<file path="config.mk">
export PLATFORM = sky130hd
export DESIGN_NAME = flappy_pixel_gen_flat
export DESIGN_NICKNAME = d
export VERILOG_FILES = /design/src/rtl/flappy_pkg.sv /design/src/rtl/flappy_pixel_gen_if.sv /design/src/rtl/flappy_frame_sync.sv /design/src/rtl/flappy_pixel_gen.sv /design/src/flat_wrapper.sv
export SDC_FILE = /design/constraint.sdc
export NUM_CORES = 1
export LEC_CHECK = 0
export CAP_MARGIN = 30
export CORE_MARGIN = 2
export CORE_UTILIZATION = 40
export CTS_BUF_LIST = sky130_fd_sc_hd__clkbuf_16
export CTS_CLUSTER_DIAMETER = 60
export DETAILED_ROUTE_END_ITERATION = 8
export SLEW_MARGIN = 30
export SYNTH_ARGS = -nofsm -noshare
export SYNTH_HDL_FRONTEND = slang
export SYNTH_SLANG_ARGS = --single-unit
</file>
<file path="constraint.sdc">
create_clock -name vga_clk -period 4.51 [get_ports vga_clk]
set_input_delay 1.1275 -clock vga_clk [delete_from_list [all_inputs] [get_ports vga_clk]]
set_output_delay 1.1275 -clock vga_clk [all_outputs]
set_load 0.005 [all_outputs]
</file>
<file path="src/rtl/flappy_pkg.sv">
// Shared geometry, colours and shadow-register layout for the flappy pixel path.
package flappy_pkg;

  // Visible screen limits
  localparam int unsigned ScreenW = 640;
  localparam int unsigned ScreenH = 480;

  // Geometry defaults
  localparam int unsigned DefBirdX      = 160;
  localparam int unsigned DefBirdW      = 17;
  localparam int unsigned DefBirdH      = 12;
  localparam int unsigned DefPipeW      = 52;
  localparam int unsigned DefGapH       = 100;
  localparam int unsigned DefGroundY    = 400;
  localparam int unsigned DefFlapFrames = 8;

  // Colours, bbbb_gggg_rrrr
  localparam logic [11:0] ColBlank  = 12'h000;
  localparam logic [11:0] ColBird   = 12'h0FF;
  localparam logic [11:0] ColWing   = 12'h0AF;
  localparam logic [11:0] ColPipe   = 12'h0C2;
  localparam logic [11:0] ColGround = 12'h3AD;
  localparam logic [11:0] ColSky    = 12'hEC4;

  // Game-object positions, as latched once per frame
  typedef struct packed {
    logic [8:0] bird_y;
    logic [9:0] pipe0_x;
    logic [8:0] pipe0_gap;
    logic [9:0] pipe1_x;
    logic [8:0] pipe1_gap;
  } obj_pos_t;

  localparam obj_pos_t ObjPosReset = '{
    bird_y:    9'd240,
    pipe0_x:   10'd1023,
    pipe0_gap: 9'd0,
    pipe1_x:   10'd1023,
    pipe1_gap: 9'd0
  };

  // v in [lo, lo+len); 11-bit sum so right/bottom edges never wrap
  function automatic logic in_span(input logic [10:0] v, input logic [10:0] lo,
                                   input logic [10:0] len);
    return (v >= lo) && (v < lo + len);
  endfunction

endpackage

</file>
<file path="src/rtl/flappy_pixel_gen_if.sv">
// Pixel-read bus between the VGA sync generator (master) and a pixel source (slave).
interface flappy_pixel_gen_if;
  logic [8:0]  row_addr;
  logic [9:0]  col_addr;
  logic        rdn;
  logic [11:0] d_in;

  modport master (output row_addr, output col_addr, output rdn, input d_in);
  modport slave  (input row_addr, input col_addr, input rdn, output d_in);
endinterface

</file>
<file path="src/rtl/flappy_frame_sync.sv">
// Frame-end detection, per-frame tick, position shadow registers and wing animation.
module flappy_frame_sync
  import flappy_pkg::*;
#(
  parameter int unsigned FLAP_FRAMES = DefFlapFrames
) (
  input  logic       vga_clk,
  input  logic       clrn,
  input  logic       rdn,
  input  logic [8:0] row_addr,
  input  obj_pos_t   pos,
  output logic       frame_end,
  output logic       frame_tick,
  output obj_pos_t   shadow,
  output logic       wing
);

  localparam int unsigned CntW = (FLAP_FRAMES > 1) ? $clog2(FLAP_FRAMES) : 1;

  logic            rdn_q;
  logic            tick_q, tick_d;
  obj_pos_t        shadow_q, shadow_d;
  logic [CntW-1:0] cnt_q, cnt_d;
  logic            wing_q, wing_d;

  // rdn rising out of the last visible row; rdn_q resets high so a reset never fakes an end
  assign frame_end = !rdn_q && rdn && (row_addr == 9'(ScreenH - 1));

  // Next state: everything moves only on the frame-end edge, except the one-cycle tick
  always_comb begin
    tick_d   = frame_end;
    shadow_d = shadow_q;
    cnt_d    = cnt_q;
    wing_d   = wing_q;
    if (frame_end) begin
      shadow_d = pos;
      if (cnt_q == CntW'(FLAP_FRAMES - 1)) begin
        cnt_d  = '0;
        wing_d = !wing_q;
      end else begin
        cnt_d = cnt_q + CntW'(1);
      end
    end
  end

  // State registers
  always_ff @(posedge vga_clk or negedge clrn) begin
    if (!clrn) begin
      rdn_q    <= 1'b1;
      tick_q   <= 1'b0;
      shadow_q <= ObjPosReset;
      cnt_q    <= '0;
      wing_q   <= 1'b0;
    end else begin
      rdn_q    <= rdn;
      tick_q   <= tick_d;
      shadow_q <= shadow_d;
      cnt_q    <= cnt_d;
      wing_q   <= wing_d;
    end
  end

  assign frame_tick = tick_q;
  assign shadow     = shadow_q;
  assign wing       = wing_q;

endmodule

</file>
<file path="src/rtl/flappy_pixel_gen.sv">
// Combinational pixel source (sky, ground, two pipes, bird) with per-frame collision flag.
module flappy_pixel_gen
  import flappy_pkg::*;
#(
  parameter int unsigned BIRD_X      = DefBirdX,
  parameter int unsigned BIRD_W      = DefBirdW,
  parameter int unsigned BIRD_H      = DefBirdH,
  parameter int unsigned PIPE_W      = DefPipeW,
  parameter int unsigned GAP_H       = DefGapH,
  parameter int unsigned GROUND_Y    = DefGroundY,
  parameter int unsigned FLAP_FRAMES = DefFlapFrames
) (
  input  logic               vga_clk,
  input  logic               clrn,
  flappy_pixel_gen_if.slave  pix,
  input  logic [8:0]         bird_y,
  input  logic [9:0]         pipe0_x,
  input  logic [9:0]         pipe1_x,
  input  logic [8:0]         pipe0_gap,
  input  logic [8:0]         pipe1_gap,
  output logic               frame_tick,
  output logic               hit
);

  obj_pos_t    pos, sh;
  logic        frame_end, wing;
  logic [10:0] row11, col11;
  logic        is_bird, is_wing, is_pipe, is_ground, overlap;
  logic [11:0] px;
  logic        hit_q, hit_d, hit_acc_q, hit_acc_d;

  assign pos = '{bird_y: bird_y, pipe0_x: pipe0_x, pipe0_gap: pipe0_gap,
                 pipe1_x: pipe1_x, pipe1_gap: pipe1_gap};

  flappy_frame_sync #(
    .FLAP_FRAMES (FLAP_FRAMES)
  ) u_frame_sync (
    .vga_clk    (vga_clk),
    .clrn       (clrn),
    .rdn        (pix.rdn),
    .row_addr   (pix.row_addr),
    .pos        (pos),
    .frame_end  (frame_end),
    .frame_tick (frame_tick),
    .shadow     (sh),
    .wing       (wing)
  );

  // Pipe body outside its gap and above the ground; x >= 640 means parked off-screen
  function automatic logic pipe_at(input logic [10:0] col, input logic [10:0] row,
                                   input logic [9:0] x, input logic [8:0] gap);
    return (x < 10'(ScreenW)) && in_span(col, {1'b0, x}, 11'(PIPE_W)) &&
           !in_span(row, {2'b0, gap}, 11'(GAP_H)) && (row < 11'(GROUND_Y));
  endfunction

  // Object hit-tests and priority colour mux; output forced dark while in reset
  always_comb begin
    row11     = {2'b0, pix.row_addr};
    col11     = {1'b0, pix.col_addr};
    is_bird   = in_span(col11, 11'(BIRD_X), 11'(BIRD_W)) &&
                in_span(row11, {2'b0, sh.bird_y}, 11'(BIRD_H));
    is_wing   = wing && (row11 >= {2'b0, sh.bird_y} + 11'(BIRD_H / 2));
    is_pipe   = pipe_at(col11, row11, sh.pipe0_x, sh.pipe0_gap) ||
                pipe_at(col11, row11, sh.pipe1_x, sh.pipe1_gap);
    is_ground = row11 >= 11'(GROUND_Y);
    overlap   = !pix.rdn && is_bird && (is_pipe || is_ground);

    px = ColSky;
    if (!clrn || pix.rdn) begin
      px = ColBlank;
    end else if (is_bird) begin
      px = is_wing ? ColWing : ColBird;
    end else if (is_pipe) begin
      px = ColPipe;
    end else if (is_ground) begin
      px = ColGround;
    end
  end

  assign pix.d_in = px;

  // Collision accumulates over the frame and is published at frame end
  always_comb begin
    hit_acc_d = hit_acc_q | overlap;
    hit_d     = hit_q;
    if (frame_end) begin
      hit_d     = hit_acc_q | overlap;
      hit_acc_d = 1'b0;
    end
  end

  // Collision registers
  always_ff @(posedge vga_clk or negedge clrn) begin
    if (!clrn) begin
      hit_q     <= 1'b0;
      hit_acc_q <= 1'b0;
    end else begin
      hit_q     <= hit_d;
      hit_acc_q <= hit_acc_d;
    end
  end

  assign hit = hit_q;

endmodule
</file>
<file path="src/flat_wrapper.sv">
// flat-port wrapper written by rule: the top's interface ports become plain ports
module flappy_pixel_gen_flat import flappy_pkg::*;
#(
  parameter int unsigned BIRD_X      = DefBirdX,
  parameter int unsigned BIRD_W      = DefBirdW,
  parameter int unsigned BIRD_H      = DefBirdH,
  parameter int unsigned PIPE_W      = DefPipeW,
  parameter int unsigned GAP_H       = DefGapH,
  parameter int unsigned GROUND_Y    = DefGroundY,
  parameter int unsigned FLAP_FRAMES = DefFlapFrames
)
  (vga_clk, clrn, bird_y, pipe0_x, pipe1_x, pipe0_gap, pipe1_gap, frame_tick, hit, pix_row_addr, pix_col_addr, pix_rdn, pix_d_in);
  flappy_pixel_gen_if pix_i ();
  input  logic vga_clk;
  input  logic clrn;
  input  logic [8:0] bird_y;
  input  logic [9:0] pipe0_x;
  input  logic [9:0] pipe1_x;
  input  logic [8:0] pipe0_gap;
  input  logic [8:0] pipe1_gap;
  output logic frame_tick;
  output logic hit;
  input wire logic [$bits(pix_i.row_addr)-1:0] pix_row_addr;
  input wire logic [$bits(pix_i.col_addr)-1:0] pix_col_addr;
  input wire logic [$bits(pix_i.rdn)-1:0] pix_rdn;
  output wire logic [$bits(pix_i.d_in)-1:0] pix_d_in;
  assign pix_i.row_addr = pix_row_addr;
  assign pix_i.col_addr = pix_col_addr;
  assign pix_i.rdn = pix_rdn;
  assign pix_d_in = pix_i.d_in;
  flappy_pixel_gen #(.BIRD_X(BIRD_X), .BIRD_W(BIRD_W), .BIRD_H(BIRD_H), .PIPE_W(PIPE_W), .GAP_H(GAP_H), .GROUND_Y(GROUND_Y), .FLAP_FRAMES(FLAP_FRAMES)) u_core (.vga_clk(vga_clk), .clrn(clrn), .pix(pix_i), .bird_y(bird_y), .pipe0_x(pipe0_x), .pipe1_x(pipe1_x), .pipe0_gap(pipe0_gap), .pipe1_gap(pipe1_gap), .frame_tick(frame_tick), .hit(hit));
endmodule
</file>
Yosys cells after proc, flatten, opt, wreduce, memory -nomap -nowiden
Cells that the tools add are included.
{"block": "op_classes", "addsub": 7, "multipliers": 0, "div": 0, "order_cmp": 17, "n_eq_ne": 2, "shifts": 0, "mux": 7, "n_bitwise": 1, "reduce_logical": 28}
{"cell": "$mux 12", "count": 4}
{"cell": "$lt 9x11->1", "count": 3}
{"cell": "$ge 9x9->1", "count": 3}
{"cell": "$add 10x6->11 const B", "count": 2}
{"cell": "$lt 10x11->1", "count": 2}
{"cell": "$add 9x7->10 const B", "count": 2}
{"cell": "$ge 10x10->1", "count": 2}
{"cell": "$lt 10x10->1 const B", "count": 2}
{"cell": "$logic_and 1x1->1", "count": 18}
{"cell": "$ge 9x11->1", "count": 1}
{"cell": "$add 9x3->10 const B", "count": 1}
{"cell": "$add 9x4->10 const B", "count": 1}
{"cell": "$ge 10x8->1 const B", "count": 1}
{"cell": "$lt 10x8->1 const B", "count": 1}
{"cell": "$eq 9x9->1 const B", "count": 1}
{"cell": "$ge 9x9->1 const B", "count": 1}
{"cell": "$lt 9x9->1 const B", "count": 1}
{"cell": "$mux 7", "count": 1}
{"cell": "$logic_not 1->1", "count": 6}
{"cell": "$add 3x1->3 const B", "count": 1}
{"cell": "$eq 3x3->1 const B", "count": 1}
{"cell": "$logic_or 1x1->1", "count": 3}
{"cell": "$mux 3", "count": 1}
{"cell": "$reduce_and 2->1", "count": 1}
{"cell": "2 further kinds", "count": 2}
{"block": "word_totals", "reg_bits": 55, "latchBits": 0, "ramBits": 0, "mem_bits_ro": 0, "in_bits": 69, "output_inout_bits": 14, "wordCells": 73, "n_memories": 0}

Logic depth before layout (Yosys ltp)
Gate-level depths: netlist of run 1.
{"block": "logic_depth", "depth_word": 11, "depth_mapped": 13}

Modules after synthesis
Synthesis of run 1 repeated with hierarchy kept, for this count alone.
{"block": "hier_totals", "cells_unflattened": 503, "area_unflattened_um2": 5047.3}
{"module": "flappy_pixel_gen", "n_inst": 1, "cells_per_inst": 384, "area_each_um2": 2977.9, "seq_area_each_um2": 50.0}
{"module": "flappy_frame_sync", "n_inst": 1, "cells_per_inst": 119, "area_each_um2": 2069.5, "seq_area_each_um2": 1357.6}

Least setup slack after synthesis of run 1
Ideal clock, no wire load.
{"block": "synth_timing", "path_kind": "input to output", "start": "input port pix_row_addr[1]", "end": "output port pix_d_in[11]", "arrival_ns": 2.894, "required_ns": 3.383, "setup_slack_ns": 0.489, "path_stages": 9, "path_cell_list": "ha_1 nor2b_1 o21a_1 o21ai_2 a21oi_1 o311ai_4 nand2_1 nor3b_1 buf_4"}
{"block": "synth_between", "elab_chain_len": 9, "word_cells_on_any_way": 23, "classes_between": "8 x order compare; 4 x mux; 11 x reduce/logical"}
{"element": "start: declaration", "line_no": "flat_wrapper.sv:23", "rtl": "input wire logic [$bits(pix_i.row_addr)-1:0] pix_row_addr;"}
{"element": "$lt 9x11->1 / $ge 9x9->1 (equally long branches)", "line_no": "flappy_pkg.sv:45", "rtl": "return (v >= lo) && (v < lo + len);"}
{"element": "$logic_and 1x1->1", "line_no": "flappy_pkg.sv:45"}
{"element": "$logic_not 1->1", "line_no": "flappy_pixel_gen.sv:53", "rtl": "!in_span(row, {2'b0, gap}, 11'(GAP_H)) && (row < 11'(GROUND_Y));"}
{"element": "$logic_and 1x1->1", "line_no": "flappy_pixel_gen.sv:52", "rtl": "return (x < 10'(ScreenW)) && in_span(col, {1'b0, x}, 11'(PIPE_W)) &&"}
{"element": "$logic_and 1x1->1", "line_no": "flappy_pixel_gen.sv:53"}
{"element": "$logic_or 1x1->1", "line_no": "flappy_pixel_gen.sv:63", "rtl": "is_pipe = pipe_at(col11, row11, sh.pipe0_x, sh.pipe0_gap) ||"}
{"element": "$mux 12", "line_no": "flappy_pixel_gen.sv:73", "rtl": "end else if (is_pipe) begin"}
{"element": "$mux 12 *", "line_no": "flappy_pixel_gen.sv:71", "rtl": "end else if (is_bird) begin"}
{"element": "$mux 12 *", "line_no": "flappy_pixel_gen.sv:69", "rtl": "if (!clrn || pix.rdn) begin"}
{"element": "end: declaration", "line_no": "flat_wrapper.sv:26", "rtl": "output wire logic [$bits(pix_i.d_in)-1:0] pix_d_in;"}
Every way passes the cells marked *; elsewhere a longest branch is shown, timed or not.

Worst setup path in the final report of run 1
{"block": "layout_timing", "start": "input port pix_col_addr[1]", "end": "output port pix_d_in[9]"}
{"block": "layout_between", "elab_chain_len": 9, "word_cells_on_any_way": 20, "classes_between": "6 x order compare; 3 x mux; 11 x reduce/logical"}
{"element": "start: declaration", "line_no": "flat_wrapper.sv:24", "rtl": "input wire logic [$bits(pix_i.col_addr)-1:0] pix_col_addr;"}
{"element": "$lt 10x11->1 / $ge 10x10->1 (equally long branches)", "line_no": "flappy_pkg.sv:45"}
{"element": "$logic_and 1x1->1", "line_no": "flappy_pkg.sv:45"}
{"element": "$logic_and 1x1->1 (2 in series)", "line_no": "flappy_pixel_gen.sv:52"}
{"element": "$logic_and 1x1->1", "line_no": "flappy_pixel_gen.sv:53"}
{"element": "$logic_or 1x1->1", "line_no": "flappy_pixel_gen.sv:63"}
{"element": "$mux 12", "line_no": "flappy_pixel_gen.sv:73"}
{"element": "$mux 12 *", "line_no": "flappy_pixel_gen.sv:71"}
{"element": "$mux 12 *", "line_no": "flappy_pixel_gen.sv:69"}
Marks and branches as above.

==> reports/metrics.yaml, run 1 <==
timing:
  finalHoldViolCount: 0
  holdWs_ns: 0.510
  max_freq_mhz: 224
  slew_violations: 0
  setup_viol: 0
  fin_setup_tns_ns: 0
  period_minus_slack_ns: 4.47
  timing.final.crit_share: 0.990
  fin_skew_ns: 0.00555
  max_slew_margin: 0.524
  worst_pin_slew_ns: 0.714
  rsz0062_at_grt: "yes"
cts:
  cts_tree: "yes"
  clockBufferDepth: 2
  numCtsBuffers: 5
  cts-root-buf: "clkbuf_16"
  clock_sinks: 55
  clk_pin_slew_ns: 0.07
  clkLatencyLatePin_ns: 0.31
  cts_hold_buf: 0
  h-tree-depth: 2
worst_hold_path:
  hold_class: "register to register"
  hold_depth: 1
  hold_end: "u_core.hit"
  min_from: "u_core.hit"
pwr:
  power.density_nw_per_um2: 198
  p_leak_nw: 3.25
  vdd_ir_drop_max_mv: 0.136
routing:
  drt.antenna.violating_nets: 0
  wirelength_mm: 13.2
  first_iter_violations: 115
  vias: 4406
  drc: 0
  drtPass1Iterations: 4
  wl_per_cell_um: 15.4
  viasPerCell: 5.13
final_layout:
  areaGrowthSynthToFinish_pct: 34.6
  final_cell_mix: "ha_1, nand2_1, buf_4, inv_1, o21ai_0"
  drive_gt1_frac: 0.215
  fin_area_um2: 6720
  nets: 859
  final_common_cell: "ha_1"
  final_core_util: 0.555
logic_synthesis:
  synthMuxAreaShare: 0.0201
  async_flop_share: 1.00
  synth.distinct_cells: 62
  synth_adder_area_share: 0.256
  synth_top_family_by_area: "adder cells"
  synth_xor_area_frac: 0.0596
  synthesis.area_um2: 4990
  synth-seq-area-share: 0.282
  synth_compound_area_frac: 0.197
  yosysWarningCount: 0
  synth_edf_count: 0
  synthSimpleGateAreaFrac: 0.129
  postSynthRegisterBits: 55
  syn_area_per_cell_um2: 9.06
  netlist_instances: 551
  synth_ff_type: "dfrtp_1"
  synth_fp_nets: 722
die:
  dieArea_um2: 13400
  coreArea_um2: 12100
  rows: 40
  die_h_um: 116
  num_io_pins: 83
  start_util: 0.412
  fp.dieW_um: 116
critical_path:
  crit_path_end_kind: "primary output"
  crit_buf_inv: 3
  cp_slowest_cell: "a2111oi_1"
  crit_path_max_fanout: 4
  cp.required_ns: 3.38
  start_kind: "primary input"
  path_class: "primary input to primary output"
  crit_chain: "dlygate4sd2_1 > ha_1 > nor2b_2 > o311ai_2 > a2111oi_1 > or2_1 > a211oi_2 > a31o_2 > buf_4 > a21oi_1 > dlygate4sd2_1"
  r2r_end: "u_core.hit_acc_q"
  crit_top_cell: "dlygate4sd2_1"
  reg2regPathDepth: 14
  r2r_start: "u_core.u_frame_sync.shadow[40]"
  critPathMaxStageDelay_ns: 0.38
  r2r_slack_ns: 1.55
  crit_arrival_ns: 3.34
  crit_family: "compound AO/OA/AOI/OAI gates"
grt:
  grt_pass1_wl_mm: 21.5
  track_usage: 0.207
  grt_max_degree: 98
  antenna_found_initial: 2
  grt_pass1_vias: 4486
  grt.overflow.total: 0
placed_design:
  dpl-instance-area_um2: 6390
  hpwl_mm: 10.2
  port_buffers: 82
  gp_congestion: 0.927
status:
  status: "finished clean"
flow_run:
  cap_violations: 0
[metrics by stage]
step	power [mW]	cells	setup WS [ns]
floorplan	0.693	551	0.489
global placement	0.854	844	-0.634
detailed placement	0.864	844	-0.605
CTS	1.34	855	0.00213
global route	1.41	858	-0.129
finish	1.33	859	0.0436
[kinds of logic (layout without fill, tap and decap cells)]
group / Yosys count / after routing
other: 0 / 2
flip-flops: 55 / 55
XOR/XNOR: 34 / 34
multiplexers: 9 / 9
adder cells (fa/ha/maj): 102 / 102
buffers and inverters: 70 / 208
AND/OR/NAND/NOR: 133 / 133
AO/OA/AOI/OAI: 148 / 148
[cell type report]
type / count / area [µm²]
Clock inverter: 3 / 38.8
Inverter: 57 / 214
Fill cell: 1133 / 5390
Multi-Input combinational cell: 426 / 3460
Tap cell: 168 / 210
Sequential cell: 55 / 1410
Timing Repair Buffer: 143 / 1250
Clock buffer: 5 / 125
Antenna cell: 2 / 5.00
[Yosys cell counts, types with 7 or more instances]
cell type	n	area share
xnor2_1	30	0.053
nand2_1	60	0.045
dfrtp_1	30	0.15
ha_1	102	0.26
nand2b_1	8	0.010
mux2_2	8	0.018
clkbuf_1	7	0.0053
nand4_1	8	0.010
inv_1	57	0.043
nor2_1	21	0.016
a21o_1	7	0.011
o21ai_0	59	0.059
dfstp_2	25	0.13
a21oi_1	30	0.030
[routing by layer]
metal	part of all wire	track usage	vias to the layer above
li1	-	-	2229
met1	0.43	0.244	2093
met2	0.50	0.375	72
met3	0.046	0.0450	12
met4	0.019	0.0651	0
met5	0	0	-
[state kept, by name (all words and copies together) (netlist names)]
signal / flops
u_core.hit: 1
u_core.u_frame_sync.shadow: 47
u_core.u_frame_sync.cnt_q: 3
u_core.u_frame_sync.rdn_q: 1
u_core.u_frame_sync.frame_tick: 1
u_core.u_frame_sync.wing: 1
u_core.hit_acc_q: 1
[where the power goes]
group / switching [mW] / internal (mW)
sequential: 0.0108 / 0.511
combinational: 0.169 / 0.184
clock: 0.195 / 0.260
total: 0.375 / 0.955
[worst max path at each step]
stage | from | endpoint | depth (start not counted)
3_3_place_gp | pix_row_addr[0] | pix_d_in[10] | 12
2_1_floorplan | pix_row_addr[1] | pix_d_in[11] | 9
3_5_place_dp | pix_row_addr[7] | pix_d_in[1] | 10
5_1_grt | pix_col_addr[2] | pix_d_in[9] | 11
6_report | pix_col_addr[1] | pix_d_in[9] | 11
4_1_cts | pix_row_addr[5] | pix_d_in[1] | 12
[timing repair]
action                                  4_1_cts  5_1_grt
pin swaps                                    19       12
endpoints found under the setup margin       11       11
setup buffers                                 3        2
cloned                                        0        0
resized for setup                            69       15
Note: power is estimated with default switching activity, not from simulation.
==> inputs of run 2 (changes only) <==
--- a/config.mk
+++ b/config.mk
@@ -9,8 +9,8 @@
 export CORE_MARGIN = 2
 export CORE_UTILIZATION = 40
 export CTS_BUF_LIST = sky130_fd_sc_hd__clkbuf_16
-export CTS_CLUSTER_DIAMETER = 60
 export DETAILED_ROUTE_END_ITERATION = 8
+export SKIP_CTS_REPAIR_TIMING = 1
 export SLEW_MARGIN = 30
 export SYNTH_ARGS = -nofsm -noshare
 export SYNTH_HDL_FRONTEND = slang
==> constraint.sdc (replaced) <==
create_clock -name vga_clk -period 4.8 [get_ports vga_clk]
set_input_delay 1.2 -clock vga_clk [delete_from_list [all_inputs] [get_ports vga_clk]]
set_output_delay 1.2 -clock vga_clk [all_outputs]
set_load 0.005 [all_outputs]
==> reports/metrics.yaml, run 2 (same netlist as run 1, synthesis figures left out) <==
cts:
  clockBufferDepth: 2
  numCtsBuffers: 5
  h-tree-depth: 2
  cts_tree: "yes"
  cts-root-buf: "clkbuf_16"
  clkLatencyLatePin_ns: 0.31
  clk_pin_slew_ns: 0.07
  clock_sinks: 55
final_layout:
  final_cell_mix: "ha_1, nand2_1, clkdlybuf4s50_1, inv_1, o21ai_0"
  areaGrowthSynthToFinish_pct: 35.0
  n_fill_cell: 1155
  largest_reg_flops: 47
  antenna_cells: 0
  nets: 851
  drive_gt1_frac: 0.203
  final_common_cell: "ha_1"
  multi_input_area_um2: 3480
  seqCellArea_um2: 1410
  fin_area_um2: 6740
die:
  num_io_pins: 83
  fp.dieW_um: 116
  start_util: 0.412
  rows: 40
  dieArea_um2: 13400
  die_h_um: 116
  coreArea_um2: 12100
timing:
  rsz0062_at_grt: "yes"
  holdWs_ns: 0.518
  worst_slack_ns: 0.0851
  setup_viol: 0
  max_freq_mhz: 212
  max_slew_margin: 0.529
  slew_violations: 0
  period_minus_slack_ns: 4.71
  fin_skew_ns: 0.00680
  timing.final.crit_share: 0.982
  worst_pin_slew_ns: 0.707
  finalHoldViolCount: 0
routing:
  vias: 4337
  viasPerCell: 5.11
  wl_per_cell_um: 15.3
  drt.antenna.violating_nets: 0
  drtPass1Iterations: 4
  first_iter_violations: 146
  wirelength_mm: 13.0
  drc: 0
critical_path:
  crit_chain: "clkdlybuf4s50_1 > buf_4 > o41ai_2 > buf_4 > o2111ai_1 > a21oi_2 > o311ai_4 > nand2_1 > buf_4 > nor2_1 > clkdlybuf4s50_1"
  crit_buf_inv: 5
  crit_family: "buffers and inverters"
  crit_path_max_fanout: 4
  cp.required_ns: 3.60
  start_kind: "primary input"
  crit_path_end_kind: "primary output"
  crit_arrival_ns: 3.51
  path_class: "primary input to primary output"
  critPathMaxStageDelay_ns: 0.43
  crit_top_cell: "buf_4"
  cp_slowest_cell: "clkdlybuf4s50_1"
placed_design:
  place_ws_ns: -0.420
  port_buffers: 82
  dpl-instance-area_um2: 6340
  hpwl_mm: 10.2
  gp_congestion: 0.937
pwr:
  p_leak_nw: 3.42
  power.density_nw_per_um2: 179
  vdd_ir_drop_max_mv: 0.144
grt:
  antenna_found_initial: 0
  grt_pass1_vias: 4529
  track_usage: 0.201
  grt_max_degree: 66
  grt.overflow.total: 0
  grt_pass1_wl_mm: 21.2
status:
  status: "finished clean"
worst_hold_path:
  hold_class: "register to register"
flow_run:
  cap_violations: 0
run 2: through the flow:
step | utilization | TNS [ns] | power [mW] | cells
floorplan | - | 0 | 0.651 | 551
global placement | 0.524 | -3.99 | 0.801 | 838
detailed placement | 0.524 | -4.07 | 0.810 | 838
CTS | 0.536 | -4.22 | 1.20 | 846
global route | 0.557 | -0.0453 | 1.28 | 849
finish | 0.557 | 0 | 1.21 | 849
run 2: final timing paths:
path | startpoint | end | slack (ns) | cells after the start
max in group asynchronous | clrn | u_core.u_frame_sync.shadow[6] | 3.19 | 2
min in group asynchronous | clrn | u_core.u_frame_sync.shadow[5] | 0.70 | 1
min reg2reg | u_core.hit_acc_q | u_core.hit | 0.52 | 1
max reg2reg | u_core.u_frame_sync.shadow[40] | u_core.hit_acc_q | 1.82 | 13
min | u_core.hit_acc_q | u_core.hit | 0.52 | 1
max | pix_col_addr[0] | pix_d_in[8] | 0.09 | 11
run 2: power by group:
group	internal [mW]	switching, mW
Clock	0.195	0.189
Sequential	0.480	0.0106
Combinational	0.175	0.157
Total	0.850	0.356
run 2: worst register-to-register path, cell delays in order, from the launching register on:
cell and delay [ns]:
dfrtp_1 0.48, inv_1 0.09, ha_1 0.25, nor2_1 0.15, xnor2_1 0.15, ha_1 0.27, a211o_1 0.29, o221ai_2 0.15
a21oi_2 0.06, o31ai_4 0.31, o311ai_4 0.17, buf_4 0.18, o32ai_2 0.23, a21o_1 0.12
run 2: final cells by class:
| type | count | area share |
|---|---|---|
| Tap cell | 168 | 0.0312 |
| Clock buffer | 5 | 0.0186 |
| Inverter | 57 | 0.0317 |
| Timing Repair Buffer | 135 | 0.191 |
| Sequential cell | 55 | 0.209 |
| Clock inverter | 3 | 0.00278 |
| Multi-Input combinational cell | 426 | 0.516 |
run 2: metal layers:
metal / up-vias / GRT usage / part of all wire
met5: - / 0 / 0
met4: 0 / 0.0619 / 0.017
met3: 11 / 0.0350 / 0.033
met2: 65 / 0.366 / 0.51
met1: 2042 / 0.241 / 0.44
li1: 2219 / - / -
